[src/rtl/discharge_pkg.sv]
// rtl/discharge_pkg.sv - shared state encoding and waveform codes for the discharge run sequencer
package discharge_pkg;

    typedef enum logic [2:0] {
        ST_IDLE     = 3'd0,
        ST_STARTING = 3'd1,
        ST_RUNNING  = 3'd2,
        ST_STOPPING = 3'd3,
        ST_FAULT    = 3'd4
    } state_t;

    localparam logic [15:0] WF_RES  = 16'h8000;
    localparam logic [15:0] WF_RECT = 16'h0001;
    localparam logic [15:0] WF_TRI  = 16'h0002;

    function automatic logic wf_legal(input logic [15:0] code);
        return (code == WF_RES) || (code == WF_RECT) || (code == WF_TRI);
    endfunction

endpackage

[src/rtl/discharge_run_sequencer_if.sv]
// rtl/discharge_run_sequencer_if.sv - request, parameter-write and status bundle of the run sequencer
interface discharge_run_sequencer_if;

    logic        start_spi;
    logic        stop_spi;
    logic        start_key;
    logic        stop_key;
    logic        fault;
    logic        fault_clear;
    logic        is_operation;
    logic        cycle_end;
    logic        wr_ton;
    logic        wr_toff;
    logic        wr_ip;
    logic        wr_wf;
    logic [15:0] wr_data;

    logic        is_machine;
    logic [15:0] Ton;
    logic [15:0] Toff;
    logic [15:0] Ip;
    logic [15:0] waveform;
    logic        commit_pending;
    logic        param_err;
    logic        fault_latched;
    logic [2:0]  state;

    modport master (
        output start_spi, stop_spi, start_key, stop_key, fault, fault_clear,
               is_operation, cycle_end, wr_ton, wr_toff, wr_ip, wr_wf, wr_data,
        input  is_machine, Ton, Toff, Ip, waveform, commit_pending, param_err,
               fault_latched, state
    );

    modport slave (
        input  start_spi, stop_spi, start_key, stop_key, fault, fault_clear,
               is_operation, cycle_end, wr_ton, wr_toff, wr_ip, wr_wf, wr_data,
        output is_machine, Ton, Toff, Ip, waveform, commit_pending, param_err,
               fault_latched, state
    );

endinterface

[src/rtl/param_shadow_bank.sv]
// rtl/param_shadow_bank.sv - validated shadow registers with atomic commit into the active pulse parameters
module param_shadow_bank
    import discharge_pkg::*;
(
    input  logic        clk,
    input  logic        rst,
    input  logic        wr_ton,
    input  logic        wr_toff,
    input  logic        wr_ip,
    input  logic        wr_wf,
    input  logic [15:0] wr_data,
    input  logic        commit,
    output logic [15:0] ton,
    output logic [15:0] toff,
    output logic [15:0] ip,
    output logic [15:0] waveform,
    output logic        commit_pending,
    output logic        param_err
);

    logic [15:0] sh_ton, sh_toff, sh_ip, sh_wf;
    logic [15:0] sh_ton_d, sh_toff_d, sh_ip_d, sh_wf_d;
    logic [15:0] ton_d, toff_d, ip_d, wf_d;
    logic        err_d, pending_d;
    logic        accepted, rejected;

    always_comb begin
        sh_ton_d  = sh_ton;
        sh_toff_d = sh_toff;
        sh_ip_d   = sh_ip;
        sh_wf_d   = sh_wf;
        accepted  = 1'b0;
        rejected  = 1'b0;

        if (wr_ton) begin
            if (wr_data != 16'd0) begin
                sh_ton_d = wr_data;
                accepted = 1'b1;
            end else begin
                rejected = 1'b1;
            end
        end
        if (wr_toff) begin
            if (wr_data != 16'd0) begin
                sh_toff_d = wr_data;
                accepted  = 1'b1;
            end else begin
                rejected = 1'b1;
            end
        end
        if (wr_ip) begin
            sh_ip_d  = wr_data;
            accepted = 1'b1;
        end
        if (wr_wf) begin
            if (wf_legal(wr_data)) begin
                sh_wf_d  = wr_data;
                accepted = 1'b1;
            end else begin
                rejected = 1'b1;
            end
        end

        // A rejection anywhere in the cycle keeps the error flag up, even if a sibling write landed.
        err_d = param_err;
        if (rejected) begin
            err_d = 1'b1;
        end else if (accepted) begin
            err_d = 1'b0;
        end

        // Commit takes the shadow as it stood before this cycle's writes.
        ton_d  = commit ? sh_ton  : ton;
        toff_d = commit ? sh_toff : toff;
        ip_d   = commit ? sh_ip   : ip;
        wf_d   = commit ? sh_wf   : waveform;

        pending_d = {sh_ton_d, sh_toff_d, sh_ip_d, sh_wf_d} != {ton_d, toff_d, ip_d, wf_d};
    end

    always_ff @(posedge clk) begin
        if (rst) begin
            sh_ton         <= 16'd0;
            sh_toff        <= 16'd0;
            sh_ip          <= 16'd0;
            sh_wf          <= WF_RECT;
            ton            <= 16'd0;
            toff           <= 16'd0;
            ip             <= 16'd0;
            waveform       <= WF_RECT;
            param_err      <= 1'b0;
            commit_pending <= 1'b0;
        end else begin
            sh_ton         <= sh_ton_d;
            sh_toff        <= sh_toff_d;
            sh_ip          <= sh_ip_d;
            sh_wf          <= sh_wf_d;
            ton            <= ton_d;
            toff           <= toff_d;
            ip             <= ip_d;
            waveform       <= wf_d;
            param_err      <= err_d;
            commit_pending <= pending_d;
        end
    end

endmodule

[src/rtl/discharge_run_sequencer.sv]
// rtl/discharge_run_sequencer.sv - run gate, start/soft-stop/fault FSM and parameter commit control
module discharge_run_sequencer
    import discharge_pkg::*;
#(
    parameter logic [15:0] START_DELAY  = 16'd100,
    parameter logic [15:0] STOP_TIMEOUT = 16'd20000
) (
    input  logic                       clk,
    input  logic                       rst,
    discharge_run_sequencer_if.slave   bus
);

    state_t      state_q, state_d;
    logic [15:0] cnt_q, cnt_d;
    logic        spi_en_q, spi_en_d, key_en_q, key_en_d;
    logic        spi_gate, key_gate;
    logic        run_req;
    logic        params_valid;
    logic        fault_exit;
    logic        commit;
    logic [15:0] ton, toff, ip, waveform;
    logic        commit_pending, param_err;

    assign params_valid = (ton != 16'd0) && (toff != 16'd0);
    assign commit = commit_pending &&
                    ((state_q == ST_IDLE) || ((state_q == ST_RUNNING) && bus.cycle_end));

    always_comb begin
        // Stop is applied after start so a same-cycle pair leaves the source disabled.
        spi_gate = spi_en_q;
        if (bus.start_spi) spi_gate = 1'b1;
        if (bus.stop_spi)  spi_gate = 1'b0;
        key_gate = key_en_q;
        if (bus.start_key) key_gate = 1'b1;
        if (bus.stop_key)  key_gate = 1'b0;

        // Gate from the updated enables so a strobe acts on the FSM at the same edge.
        run_req = spi_gate && key_gate;

        state_d = state_q;
        case (state_q)
            ST_IDLE: begin
                if (run_req && params_valid && (state_q != ST_FAULT)) state_d = ST_STARTING;
            end
            ST_STARTING: begin
                if (!run_req)                          state_d = ST_IDLE;
                else if (cnt_q == START_DELAY - 16'd1) state_d = ST_RUNNING;
            end
            ST_RUNNING: begin
                if (!run_req) state_d = ST_STOPPING;
            end
            ST_STOPPING: begin
                if (!bus.is_operation)                  state_d = ST_IDLE;
                else if (cnt_q == STOP_TIMEOUT - 16'd1) state_d = ST_FAULT;
            end
            ST_FAULT: begin
                if (bus.fault_clear && !bus.is_operation) state_d = ST_IDLE;
            end
            default: state_d = ST_IDLE;
        endcase

        if (bus.fault) state_d = ST_FAULT;

        // Leaving FAULT demands a fresh start from both sources.
        fault_exit = (state_q == ST_FAULT) && (state_d == ST_IDLE);
        spi_en_d   = fault_exit ? 1'b0 : spi_gate;
        key_en_d   = fault_exit ? 1'b0 : key_gate;

        if (state_d != state_q)     cnt_d = 16'd0;
        else if (cnt_q == 16'hFFFF) cnt_d = cnt_q;
        else                        cnt_d = cnt_q + 16'd1;
    end

    always_ff @(posedge clk) begin
        if (rst) begin
            state_q  <= ST_IDLE;
            cnt_q    <= 16'd0;
            spi_en_q <= 1'b0;
            key_en_q <= 1'b0;
        end else begin
            state_q  <= state_d;
            cnt_q    <= cnt_d;
            spi_en_q <= spi_en_d;
            key_en_q <= key_en_d;
        end
    end

    param_shadow_bank u_shadow (
        .clk            (clk),
        .rst            (rst),
        .wr_ton         (bus.wr_ton),
        .wr_toff        (bus.wr_toff),
        .wr_ip          (bus.wr_ip),
        .wr_wf          (bus.wr_wf),
        .wr_data        (bus.wr_data),
        .commit         (commit),
        .ton            (ton),
        .toff           (toff),
        .ip             (ip),
        .waveform       (waveform),
        .commit_pending (commit_pending),
        .param_err      (param_err)
    );

    assign bus.is_machine     = (state_q == ST_RUNNING);
    assign bus.fault_latched  = (state_q == ST_FAULT);
    assign bus.state          = state_q;
    assign bus.Ton            = ton;
    assign bus.Toff           = toff;
    assign bus.Ip             = ip;
    assign bus.waveform       = waveform;
    assign bus.commit_pending = commit_pending;
    assign bus.param_err      = param_err;

endmodule

[src/flat_wrapper.sv]
// flat-port wrapper written by rule: the top's interface ports become plain ports
module discharge_run_sequencer_flat import discharge_pkg::*;
#(
    parameter logic [15:0] START_DELAY  = 16'd100,
    parameter logic [15:0] STOP_TIMEOUT = 16'd20000
)
  (clk, rst, bus_start_spi, bus_stop_spi, bus_start_key, bus_stop_key, bus_fault, bus_fault_clear, bus_is_operation, bus_cycle_end, bus_wr_ton, bus_wr_toff, bus_wr_ip, bus_wr_wf, bus_wr_data, bus_is_machine, bus_Ton, bus_Toff, bus_Ip, bus_waveform, bus_commit_pending, bus_param_err, bus_fault_latched, bus_state);
  discharge_run_sequencer_if bus_i ();
  input  logic clk;
  input  logic rst;
  input wire logic [$bits(bus_i.start_spi)-1:0] bus_start_spi;
  input wire logic [$bits(bus_i.stop_spi)-1:0] bus_stop_spi;
  input wire logic [$bits(bus_i.start_key)-1:0] bus_start_key;
  input wire logic [$bits(bus_i.stop_key)-1:0] bus_stop_key;
  input wire logic [$bits(bus_i.fault)-1:0] bus_fault;
  input wire logic [$bits(bus_i.fault_clear)-1:0] bus_fault_clear;
  input wire logic [$bits(bus_i.is_operation)-1:0] bus_is_operation;
  input wire logic [$bits(bus_i.cycle_end)-1:0] bus_cycle_end;
  input wire logic [$bits(bus_i.wr_ton)-1:0] bus_wr_ton;
  input wire logic [$bits(bus_i.wr_toff)-1:0] bus_wr_toff;
  input wire logic [$bits(bus_i.wr_ip)-1:0] bus_wr_ip;
  input wire logic [$bits(bus_i.wr_wf)-1:0] bus_wr_wf;
  input wire logic [$bits(bus_i.wr_data)-1:0] bus_wr_data;
  output wire logic [$bits(bus_i.is_machine)-1:0] bus_is_machine;
  output wire logic [$bits(bus_i.Ton)-1:0] bus_Ton;
  output wire logic [$bits(bus_i.Toff)-1:0] bus_Toff;
  output wire logic [$bits(bus_i.Ip)-1:0] bus_Ip;
  output wire logic [$bits(bus_i.waveform)-1:0] bus_waveform;
  output wire logic [$bits(bus_i.commit_pending)-1:0] bus_commit_pending;
  output wire logic [$bits(bus_i.param_err)-1:0] bus_param_err;
  output wire logic [$bits(bus_i.fault_latched)-1:0] bus_fault_latched;
  output wire logic [$bits(bus_i.state)-1:0] bus_state;
  assign bus_i.start_spi = bus_start_spi;
  assign bus_i.stop_spi = bus_stop_spi;
  assign bus_i.start_key = bus_start_key;
  assign bus_i.stop_key = bus_stop_key;
  assign bus_i.fault = bus_fault;
  assign bus_i.fault_clear = bus_fault_clear;
  assign bus_i.is_operation = bus_is_operation;
  assign bus_i.cycle_end = bus_cycle_end;
  assign bus_i.wr_ton = bus_wr_ton;
  assign bus_i.wr_toff = bus_wr_toff;
  assign bus_i.wr_ip = bus_wr_ip;
  assign bus_i.wr_wf = bus_wr_wf;
  assign bus_i.wr_data = bus_wr_data;
  assign bus_is_machine = bus_i.is_machine;
  assign bus_Ton = bus_i.Ton;
  assign bus_Toff = bus_i.Toff;
  assign bus_Ip = bus_i.Ip;
  assign bus_waveform = bus_i.waveform;
  assign bus_commit_pending = bus_i.commit_pending;
  assign bus_param_err = bus_i.param_err;
  assign bus_fault_latched = bus_i.fault_latched;
  assign bus_state = bus_i.state;
  discharge_run_sequencer #(.START_DELAY(START_DELAY), .STOP_TIMEOUT(STOP_TIMEOUT)) u_core (.clk(clk), .rst(rst), .bus(bus_i));
endmodule
[config.mk]
export PLATFORM = sky130hd
export DESIGN_NAME = discharge_run_sequencer_flat
export DESIGN_NICKNAME = d
export VERILOG_FILES = /design/src/rtl/discharge_pkg.sv /design/src/rtl/discharge_run_sequencer_if.sv /design/src/rtl/param_shadow_bank.sv /design/src/rtl/discharge_run_sequencer.sv /design/src/flat_wrapper.sv
export SDC_FILE = /design/constraint.sdc
export NUM_CORES = 1
export LEC_CHECK = 0
export ABC_AREA = 1
export CELL_PAD_IN_SITES_DETAIL_PLACEMENT = 0
export CELL_PAD_IN_SITES_GLOBAL_PLACEMENT = 1
export CORE_ASPECT_RATIO = 1.5
export CORE_UTILIZATION = 42
export DETAILED_ROUTE_END_ITERATION = 8
export PLACE_DENSITY_LB_ADDON = 0.1
export SETUP_SLACK_MARGIN = 0.5
export SYNTH_ARGS = -nofsm -noshare
export SYNTH_HDL_FRONTEND = slang
export SYNTH_SLANG_ARGS = --single-unit
[constraint.sdc]
create_clock -name clk -period 3.15 [get_ports clk]
set_input_delay 0.315 -clock clk [delete_from_list [all_inputs] [get_ports clk]]
set_output_delay 0.315 -clock clk [all_outputs]
set_load 0.03 [all_outputs]
==> impl_metrics.toml <==
[finish]
syn_to_final_growth_pct = 23.84
drive_gt1_share_pct = 6.036
final_common_cell = "nand2_1"
antenna_cells = 0
final_cells = 1627
final_area_um2 = 9768
final_cell_mix = "nand2_1, inv_1, nor2_1"
nNetsFinal = 1393

[synth]
synth_mux_area_share_pct = 0.1269
yosys_warnings = 0
synth_seq_cells = 151
yosysTopAreaCell = "dfxtp_1"
syn_area_um2 = 7888
yosys-top-cells-area = "dfxtp_1, nand2_1, nand3_1, inv_1, nor2_1"
postSynthCellCount = 1269
synthAdderAreaFrac_pct = 0.1586
synth.avg_cell_area_um2 = 6.216
synth_xor_area_share_pct = 1.221
yosysSeqAreaShare_pct = 38.32
synth_top_area_share_pct = 38.32
synth_top_family_by_area = "simple AND/OR/NAND/NOR gates"
synthesis.nets = 1300
synth_cell_types = 32
synth-compound-area-share_pct = 6.202
yosys.area_share.simple_pct = 41.32

[timing]
finalSetupViolCount = 0
hold_viol = 0
setup_tns_ns = 0
timing.fmax_mhz = 405.6
finalClockSkew_ns = 0.01130
whs_ns = 0.2994
worstMarginPinSlew_ns = 0.6954
rsz0062_at_grt = "yes"
drv_slew = 0
layout_min_cycle_time_ns = 2.465
fin_crit_sh_pct = 78.27
max_slew_margin_pct = 53.49

[pwr]
power.leakage_nw = 4.619
vdd_drop_max_mv = 0.2892
p_per_area_nw_per_um2 = 509.3

[cts]
cts.htree.levels = 4
clk_transition_reported_paths_ns = 0.07
clock_sinks = 151
post-cts-setup-buffers = 0
ctsRootBufferMaster = "clkbuf_16"
cts_tree = "done"
clock_path_buffers = 2
cts_buffers = 17
insertion_delay_ns = 0.43

[floorplanning]
die_area_um2 = 19340
core_um2 = 18470
std_cell_rows = 61
die-height_um = 169.8
start_util_pct = 42.70
die_w_um = 113.9
io_pins = 101

[global_routing]
grt_pass1_wl_um = 35540
grt_pass1_vias = 7318
grtUsageTotal_pct = 23.44
globalRouteOverflowTotal = 0
grt_max_degree = 55
antenna_found_initial = 0

[setup_path]
rr_startpoint = "u_core.bus.state[1]"
cp_cell_sequence = "clkdlybuf4s50_1 > nor2_1 > nand3_1 > nor2_2 > nand2_1 > nand2_4 > nand2_1 > nand2_1 > nand2_1 > nand2_1 > nand2_1 > nor2_1 > nand2_1 > nor2_1 > nand2_1 > nor2_1 > nor2_1"
critPathKind = "input pin to flip-flop"
cp-end-kind = "flip-flop"
required_ns = 3.44
ff2ff_setup_slack_ns = 0.71
r2r_end = "u_core.u_shadow.commit_pending"
critPathArrivalTime_ns = 2.76
start_kind = "input pin"
r2r_cells = 16
path_common_cell = "nand2_1"
slowest_delay_ns = 0.48
path_max_fanout = 18
slowest_stage = "clkdlybuf4s50_1"

[drt]
via_per_inst = 4.805
dr.first_iter.drc_count = 474
routed_wl_um = 21680
wl_per_cell_um = 13.32
drtAntennaViolNets = 0
detailroute.via_count = 7817
drc_errors = 0
dr.pass1.iters = 5

[placed_design]
dp_cells = 1595
place_hpwl_um = 15730
placed_cell_area_um2 = 9148
place.gp.congestion = 0.7975
port_buffers = 100

[worst_hold_path]
hold_start = "rst"
holdPathEnd = "u_core.u_shadow.sh_wf[8]"
min_path_cells = 2
hp-class = "input pin to flip-flop"

[run]
drv_cap = 0

[status]
outcome = "finished clean"
[per-layer routing]
metal  GRT usage [%]  part of all wire, %
met5               0                    0
met4           6.776                  1.5
met3           4.095                  3.1
met2           43.05                   52
met1           27.56                   44
[worst max path at each step]
stage,depth (start not counted),slack [ns],end,from
floorplan,17,1.06,u_core.u_shadow.commit_pending,u_core.bus.state[2]
global placement,17,0.23,u_core.u_shadow.commit_pending,bus_wr_data[10]
detailed placement,17,0.17,u_core.u_shadow.commit_pending,bus_wr_data[10]
CTS,16,0.57,u_core.u_shadow.commit_pending,u_core.bus.state[2]
global route,17,0.48,u_core.u_shadow.commit_pending,bus_wr_data[8]
finish,17,0.68,u_core.u_shadow.commit_pending,bus_wr_data[13]
[cells by family (layout without fill, tap and decap cells)]
logic type / after synthesis / after routing
buffers and inverters: 240 / 346
AO/OA/AOI/OAI: 88 / 88
adder cells (fa/ha/maj): 1 / 1
flip-flops: 151 / 151
XOR/XNOR: 11 / 11
AND/OR/NAND/NOR: 777 / 777
multiplexers: 1 / 1
[critical path: cells and delay by family]
kind          cells  cell delay (ns)
buf+inv           1             0.48
simple gates     16             1.95
[report_power, final]
group / switching, mW / internal, mW / total (mW) / leakage [nW]
combinational: 0.562 / 0.324 / 0.886 / 3.10
sequential: 0.0522 / 2.00 / 2.05 / 1.24
clock: 0.917 / 1.12 / 2.04 / 0.279
total: 1.53 / 3.44 / 4.98 / 4.62
[cells in the mapped netlist, drive strengths merged]
| cell type | n |
|---|---|
| dfxtp | 151 |
| mux2i | 1 |
| o211ai | 6 |
| o22ai | 1 |
| xor2 | 6 |
| o21ai | 54 |
| clkbuf | 22 |
| nor3 | 27 |
| nand4 | 8 |
| nor2 | 177 |
| nand3 | 156 |
| a21oi | 25 |
| nand2 | 393 |
| xnor2 | 5 |
| nor4 | 4 |
| inv | 190 |
| nand3b | 11 |
| ha | 1 |
| a31oi | 2 |
| buf | 28 |
| or2 | 1 |
[what timing repair did]
item	in CTS	in global routing
gates resized for setup	2	7
hold buffers	0	0
setup endpoints to repair	1	2
[through the flow]
stage	util, %	total power, mW	worst slack, ns
final	52.89	4.975	0.6845
after global routing	52.89	5.214	0.4782
after CTS	52.76	5.026	0.5653
after detailed placement	49.53	2.981	0.1660
after global placement	49.53	2.982	0.2271
after floorplan	-	2.676	1.057
[area by class of cell]
cell class                 instances  area [um2]
clock buffer                      17       425.4
clock inverter                    15       158.9
fill                            1965        8702
inverter                         190       713.2
multi-input combinational        878        3887
sequential                       151        3025
tap                              252       315.3
timing repair buffer             124        1242
[registers in the layout (all words and copies together), names as in the netlist, 3 cells and up]
name                      flops
u_core.u_shadow.sh_ton       16
u_core.cnt_q                 16
u_core.u_shadow.ip           16
u_core.u_shadow.sh_wf        16
u_core.u_shadow.toff         16
u_core.u_shadow.sh_ip        16
u_core.u_shadow.waveform     16
u_core.u_shadow.ton          16
u_core.u_shadow.sh_toff      16
u_core.bus.state              3
Power figures use the tool's default switching activity.
